<file path="src/rtl/hazard_controller.sv">
// hazard_controller: load-use bubble, memory-wait freeze, branch flush and
// saturating stall counter for the 5-stage pipeline.
module hazard_controller #(
  parameter int REG_W    = 5,
  parameter int MAX_WAIT = 15,
  parameter int CNT_W    = 16
) (
  input  logic             clk,
  input  logic             rst_n,
  input  logic [REG_W-1:0] idRs,
  input  logic [REG_W-1:0] idRt,
  input  logic             idReadRs,
  input  logic             idReadRt,
  input  logic [REG_W-1:0] exRegDst,
  input  logic             exMemRead,
  input  logic             exRegWrite,
  input  logic             branchTaken,
  input  logic             memReq,
  input  logic             memAck,
  input  logic             cntClr,
  output logic             pcWrite,
  output logic             ifidWrite,
  output logic             ifidFlush,
  output logic             idexFlush,
  output logic             pipeHold,
  output logic             memAbort,
  output logic             memTimeout,
  output logic [CNT_W-1:0] stallCount
);
  typedef enum logic {RUN, MEM_WAIT} state_t;
  state_t           state_q, state_d;
  logic [7:0]       wait_q, wait_d;
  logic             pend_q, pend_d, tout_q, tout_d;
  logic [CNT_W-1:0] cnt_q, cnt_d;
  logic             lu_haz, hold, flush, stall;
  always_comb begin
    lu_haz = exMemRead & exRegWrite & (exRegDst != '0) &
             ((idReadRs & (idRs == exRegDst)) | (idReadRt & (idRt == exRegDst)));
    // gating with rst_n keeps outputs at their idle values while reset is held
    hold = rst_n & ((state_q == MEM_WAIT) | (memReq & ~memAck));
    flush = rst_n & ~hold & (branchTaken | pend_q);
    stall = rst_n & ~hold & ~flush & lu_haz;
    memAbort = rst_n & (state_q == MEM_WAIT) & ~memAck & (wait_q == 8'(MAX_WAIT));
    pcWrite = ~(hold | stall);
    ifidWrite = ~(hold | stall);
    ifidFlush = flush;
    idexFlush = flush | stall;
    pipeHold = hold;
    memTimeout = tout_q | memAbort;
    stallCount = cnt_q;
    state_d = (state_q == RUN) ? (hold ? MEM_WAIT : RUN) : ((memAck | memAbort) ? RUN : MEM_WAIT);
    wait_d = (state_d == MEM_WAIT) ? wait_q + 8'd1 : 8'd0;
    pend_d = (hold & branchTaken) | (pend_q & ~flush);
    tout_d = tout_q | memAbort;
    cnt_d = cntClr ? '0 : (~pcWrite & ~&cnt_q) ? cnt_q + 1'b1 : cnt_q;
  end
  always_ff @(posedge clk or negedge rst_n) begin
    if (!rst_n) begin
      state_q <= RUN;
      wait_q  <= '0;
      pend_q  <= 1'b0;
      tout_q  <= 1'b0;
      cnt_q   <= '0;
    end else begin
      state_q <= state_d;
      wait_q  <= wait_d;
      pend_q  <= pend_d;
      tout_q  <= tout_d;
      cnt_q   <= cnt_d;
    end
  end
endmodule

</file>
<file path="config.mk">
export PLATFORM = sky130hd
export DESIGN_NAME = hazard_controller
export DESIGN_NICKNAME = d
export VERILOG_FILES = /design/src/rtl/hazard_controller.sv
export SDC_FILE = /design/constraint.sdc
export NUM_CORES = 1
export LEC_CHECK = 0
export CELL_PAD_IN_SITES_DETAIL_PLACEMENT = 0
export CELL_PAD_IN_SITES_GLOBAL_PLACEMENT = 1
export CORE_MARGIN = 10
export CORE_UTILIZATION = 32
export CTS_CLUSTER_SIZE = 16
export DETAILED_ROUTE_END_ITERATION = 6
export HOLD_SLACK_MARGIN = 0.08
export PLACE_DENSITY_LB_ADDON = 0.1
export SYNTH_ARGS = -nofsm -noshare
export SYNTH_HDL_FRONTEND = slang
export SYNTH_SLANG_ARGS = --single-unit
</file>
<file path="constraint.sdc">
create_clock -name clk -period 1.9 [get_ports clk]
set_input_delay 0.19 -clock clk [delete_from_list [all_inputs] [get_ports clk]]
set_output_delay 0.19 -clock clk [all_outputs]
set_load 0.01 [all_outputs]
</file>
==> metrics.cfg, run 1 <==
[detailed_routing]
vias_per_cell = 4.865
wl_per_cell_um = 14.86
via_count = 1727
ant_nets = 0
firstDrtPassIters = 4
drt_wl_total_mm = 5.276
drc = 0
drt_iter0_markers = 66

[global_route]
grt_pass1_vias = 1778
grt_max_degree = 17
grtUsageTotal_pct = 12.37
grt_antenna_before_repair = 0
grt_pass1_wl_mm = 8.721
overflow = 0

[cts]
cts.clk_slew.worst_paths_ps = 100
cts_root_buf = clkbuf_8
cts_sinks = 27
hold_buffers = 0
cts.path.max_buffers = 2
numCtsBuffers = 3
cts_tree = done
htree_levels = 1
clock_latency_ps = 270

[synthesis]
seq_area_frac_synth_pct = 41.16
yosysWarnings = 0
ys.flop_type = dfrtp_1
synthCells = 176
yosysUniqueCellTypes = 49
synth_area_leader_cell = dfrtp_1
syn-cell-area_mm2 = 0.001642
synthTopCellsByArea = dfrtp_1 (41%), xnor2_1 (6.9%), nor2_1 (5.7%)
syn_avg_cell_area_um2 = 9.327
ys_async_sr_fraction_pct = 100.0
synth_nets = 203
synthDominantCellAreaShare_pct = 41.16
ys_ff_latch = 27
synth_edf_count = 0

[placed_design]
post-dp-hpwl_mm = 3.876
placed_cells = 329
routabilityCongestion = 0.8439
port_buffers = 47

[timing]
fin_ws_ps = -38.38
setup_viol = 4
tightest_slew_ps = 479.4
fmax_mhz = 515.9
slew_headroom_pct = 67.94
holdWs_ps = 299.3
setup_tns_ps = -69.55
hold_viol = 0
finalMaxSlewViolations = 0
fin_crit_sh_pct = 102.0
skew_ps = 4.547
fin_crit_ps = 1938
rsz0062_at_grt = yes

[setup_path]
worstSetupPathType = flop to flop
path_max_fanout = 3
start_kind = flop
critPathArrivalTime_ps = 2150
critPathRequiredTime_ps = 2110
r2r_start = state_q$_DFF_PN0_
crit_path_start = state_q$_DFF_PN0_
critPathCaptureType = flop

[power]
peakVddDrop_v = 0.0003782
clkPwrFrac_pct = 23.5
power_density_mw_per_mm2 = 499.8
swShare_pct = 29.00
p_total_mw = 1.447
power.switching_mw = 0.4197
intPower_mw = 1.027
comb_power_share_pct = 34.0
seqPwrFrac_pct = 42.5
leakage_nw = 1.229

[worst_hold_path]
hp-class = primary input to asynchronous set/reset pin

[run]
max_cap_viol_count = 0

[final_layout]
nets = 313
syn_to_final_growth_pct = 76.37
fill_cells = 473
num_antenna_cells = 0
drive_above_1_share_pct = 41.05
fin_cells = 355

[floorplanning]
dieWidth_um = 91.63
start_util_pct = 32.56
die_h_um = 91.63
fp-row-count = 26
core_region_area_mm2 = 0.005042
die-area_mm2 = 0.008395
ios = 48

[run_status]
violations = negative setup slack
outcome = finished with violations

## layout by cell type (no fill, tap or decap), types with 3 or more instances in the layout
cell type | netlist | final
clkbuf_8 | 0 | 3
dfrtp_1 | 27 | 26
buf_4 | 2 | 55
a21oi_2 | 2 | 4
o21ai_0 | 5 | 3
nor2_4 | 0 | 5
clkdlybuf4s15_2 | 0 | 4
nor2b_1 | 5 | 4
nand4_1 | 7 | 7
nor2_2 | 1 | 4
a21oi_1 | 10 | 7
buf_6 | 1 | 8
nand2_1 | 11 | 9
nand3_1 | 11 | 10
nor4_4 | 1 | 3
clkdlybuf4s50_1 | 0 | 32
inv_1 | 6 | 6
xnor2_1 | 13 | 13
nor2_1 | 25 | 17
dlygate4sd2_1 | 0 | 8
o21ai_1 | 1 | 3
xor2_1 | 5 | 5
## through the flow
stage	worst slack, ps	utilization [%]	area (µm²)
final	-38.38	57.42	2895
after global routing	-123.6	57.42	2895
after detailed placement	-559.6	49.23	2482
after global placement	-493.9	49.23	2482
after floorplan	4.097	-	1654
after CTS	-32.99	53.80	2713
## metal layers
layer | global-route usage (%) | up-vias | wire, µm
met5 | 0 | - | 0
met3 | 2.771 | 4 | 276
met2 | 20.14 | 42 | 2470
met4 | 2.480 | 0 | 36
li1 | - | 849 | -
met1 | 16.35 | 832 | 2491
## cell type report
cell class,count,area (µm²),share of cell area [%]
inverters,6,22.52,0.7779
repair buffers,110,970.9,33.53
flip-flops and latches,27,676.9,23.38
multi-input cells,138,1092,37.73
well taps,70,87.58,3.025
clock buffers,4,45.04,1.556
## kinds of logic (layout without fill, tap and decap cells)
logic type                 Yosys count  count (layout)  share of synthesized area (%)
buffers and inverters               11             120                          3.429
xor gates and xnor gates            18              18                          9.604
DFF                                 27              27                          41.16
AOI/OAI and AO/OA                   29              29                          12.58
muxes                                4               4                          2.896
adders and majority gates            2               2                          1.524
and+or+nand+nor                     85              85                          28.81
## what timing repair did
action,in CTS,in global routing
gates resized for setup,57,24
endpoints found under the setup margin,22,31
cloned,0,1
pin swaps,16,11
setup buffers,12,11
## flip-flops by register name, summed over array words and instances, names as in the netlist
signal,flops
pend_q,1
state_q,1
stallCount,16
wait_q,8
tout_q,1
## worst max-delay path: stages (launching register included)
cell and delay [ps]:
dfrtp_1 400, buf_6 130, nor2b_4 110, nand2_2 70
buf_6 120, nor3_4 190, a21oi_2 100, buf_4 150
or4_4 470, a21oi_2 130
## final timing paths
check,to,slack (ps),cells after the start
worst min-delay path,stallCount[13]$_DFFE_PN0P_,300,2
min in group clk,tout_q$_DFF_PN0_,490,1
max in group asynchronous,wait_q[2]$_DFF_PN0_,1370,3
worst min register to register,tout_q$_DFF_PN0_,490,1
worst max-delay path,stallCount[8]$_DFFE_PN0P_,-40,9
worst max register to register,stallCount[8]$_DFFE_PN0P_,-40,9
## synth_stat cells, drive strengths merged, types with 2 or more instances
cell type   n
xnor2      13
and2        2
nor2       26
nand3      11
nor4b       3
and3        2
or4         3
o31ai       2
inv         6
or2         2
nor4        3
dfrtp      27
nor3        2
xor2        5
a21oi      13
nand2      11
or3         5
o21ai       6
nand4       7
buf         4
ha          2
nor2b       5
mux2        3
## power by group through the flow
stage               Sequential (mW)  Combinational (mW)  Clock, mW
finish                        0.615               0.492      0.341
global route                  0.618               0.536      0.372
CTS                           0.615               0.425      0.355
detailed placement            0.627               0.366          0
global placement              0.626               0.357          0
floorplan                     0.632               0.144          0
No activity file was read; power rests on OpenSTA's default activity.
==> run 2, diff against run 1 <==
--- a/config.mk
+++ b/config.mk
@@ -8,7 +8,7 @@
 export CELL_PAD_IN_SITES_DETAIL_PLACEMENT = 0
 export CELL_PAD_IN_SITES_GLOBAL_PLACEMENT = 1
 export CORE_MARGIN = 10
-export CORE_UTILIZATION = 32
+export CORE_UTILIZATION = 38
 export CTS_CLUSTER_SIZE = 16
 export DETAILED_ROUTE_END_ITERATION = 6
 export HOLD_SLACK_MARGIN = 0.08
==> constraint.sdc (replaced) <==
create_clock -name clk -period 2.4 [get_ports clk]
set_input_delay 0.24 -clock clk [delete_from_list [all_inputs] [get_ports clk]]
set_output_delay 0.24 -clock clk [all_outputs]
set_load 0.01 [all_outputs]
==> run 2 against run 1 <==
- the flow now finishes without violations
- clock power shrank 23%
- design area is 20% lower
- total power down 32%
- utilization fell by 0.59 points
- largest power group unchanged
==> metrics.cfg, run 2 (synthesized netlist as in run 1, its figures left out) <==
[run_status]
outcome = finished clean

[timing]
fin_crit_sh_pct = 93.88
fin_crit_ps = 2253
finalMaxSlewViolations = 0
fin_ws_ps = 146.9
rsz0062_at_grt = no
setup_viol = 0
slew_headroom_pct = 54.74
tightest_slew_ps = 676.8
fmax_mhz = 443.8
hold_viol = 0
skew_ps = 9.403

[detailed_routing]
vias_per_cell = 5.191
drc = 0
drt_iter0_markers = 33
ant_nets = 0
firstDrtPassIters = 4
via_count = 1495
drt_wl_total_mm = 4.515
wl_per_cell_um = 15.68

[setup_path]
crit_slowest_cell = or4_4
slowest_delay_ps = 540
reg2reg_depth = 8
r2r_start = stallCount[1]$_DFFE_PN0P_
critPathRequiredTime_ps = 2160
critPathCaptureType = output port
path_cells = clkdlybuf4s50_1, or4_4, o211ai_2, nor2_2, a21oi_4, dlygate4sd2_1
critPathArrivalTime_ps = 2010
reg2reg_slack_ps = 260
path_max_fanout = 3
worstSetupPathType = primary input to output port
crit_path_start = exRegDst[2]
r2r_end = stallCount[8]$_DFFE_PN0P_
start_kind = primary input

[floorplanning]
start_util_pct = 40.17
die-area_mm2 = 0.007349
ios = 48
core_region_area_mm2 = 0.004086
dieWidth_um = 85.73
fp-row-count = 23
die_h_um = 85.73

[global_route]
overflow = 0
grt_antenna_before_repair = 0
grtUsageTotal_pct = 12.22
grt_pass1_vias = 1498
grt_pass1_wl_mm = 7.590
grt_max_degree = 19

[cts]
cts_root_buf = clkbuf_8
clock_latency_ps = 270
cts.path.max_buffers = 2
numCtsBuffers = 3
post_cts_buffers = 0
cts.clk_slew.worst_paths_ps = 90
cts_tree = done
cts_sinks = 27
htree_levels = 1

[power]
p_total_mw = 0.9892
peakVddDrop_v = 0.0002555
power_density_mw_per_mm2 = 426.0
leakage_nw = 0.9534

[run]
max_cap_viol_count = 0

[final_layout]
drive_above_1_share_pct = 16.39
nets = 266
syn_to_final_growth_pct = 41.46
num_antenna_cells = 0
final_common_cell = clkdlybuf4s50_1
largest_register_ffs = 16
fin_cells = 288
final_cell_mix = clkdlybuf4s50_1 (42), dfrtp_1 (27), nor2_1 (25), buf_4 (16), xnor2_1 (13)

[placed_design]
post-dp-hpwl_mm = 3.597
port_buffers = 47
preCtsSetupSlack_ps = -148.5
placed_cells = 284
routabilityCongestion = 0.8507

[worst_hold_path]
hp-class = primary input to asynchronous set/reset pin

-- run 2: worst max-delay path by stage --
stage,to,slack (ps),cells past startpoint
after floorplan,stallCount[1]$_DFFE_PN0P_,320,8
after global placement,pcWrite,-130,6
after detailed placement,pcWrite,-150,6
after CTS,memTimeout,2,6
after global routing,ifidWrite,70,6
final,ifidWrite,150,6
-- run 2: routing by layer --
metal  vias to the layer above  GRT usage [%]  routed length, µm
li1                        746              -                  -
met2                        36          19.96               2118
met3                         2          3.217                217
met5                         -              0                  0
met1                       711          16.06               2156
met4                         0          1.647                 22
-- run 2: repair_timing --
action	4_1_cts	5_1_grt
pin swaps	0	1
endpoints found under the setup margin	4	2
resized for setup	4	5
hold buffers	0	0
-- run 2: report_power, final --
part / leakage, nW / total, mW / switching [mW] / internal, mW
combinational: 0.560 / 0.236 / 0.113 / 0.123
clock: 0.0228 / 0.262 / 0.143 / 0.119
sequential: 0.371 / 0.491 / 0.0166 / 0.474
total: 0.953 / 0.989 / 0.273 / 0.716
-- run 2: critical path, delay by kind of cell --
kind | cells | cell delay [ps]
buffers and inverters | 2 | 780
and+or+nand+nor | 2 | 620
AOI/OAI and AO/OA | 2 | 370
-- run 2: cell type report --
type,instances,area (µm²)
fill,389,1764
multi-input combinational,138,924.6
sequential,27,675.6
timing repair buffer,63,591.8
tap,50,62.56
clock buffer,4,45.04
inverter,6,22.52
-- run 2: stage by stage --
stage	setup TNS [ps]	hold slack (ps)	area, µm²	utilization (%)
after floorplan	0	-55.59	1642	-
after global placement	-410.4	435.9	2261	55.33
after detailed placement	-529.1	449.6	2261	55.33
after CTS	0	261.9	2311	56.55
after global routing	0	251.3	2322	56.83
final	0	261.7	2322	56.83
==> run 3, diff against run 2 <==
--- a/config.mk
+++ b/config.mk
@@ -11,8 +11,10 @@
 export CORE_UTILIZATION = 38
 export CTS_CLUSTER_SIZE = 16
 export DETAILED_ROUTE_END_ITERATION = 6
+export GPL_TIMING_DRIVEN = 1
 export HOLD_SLACK_MARGIN = 0.08
 export PLACE_DENSITY_LB_ADDON = 0.1
+export SLEW_MARGIN = 5
 export SYNTH_ARGS = -nofsm -noshare
 export SYNTH_HDL_FRONTEND = slang
 export SYNTH_SLANG_ARGS = --single-unit
==> results of run 3 <==
The final DEF is identical to that of run 2; final timing and power are the same.
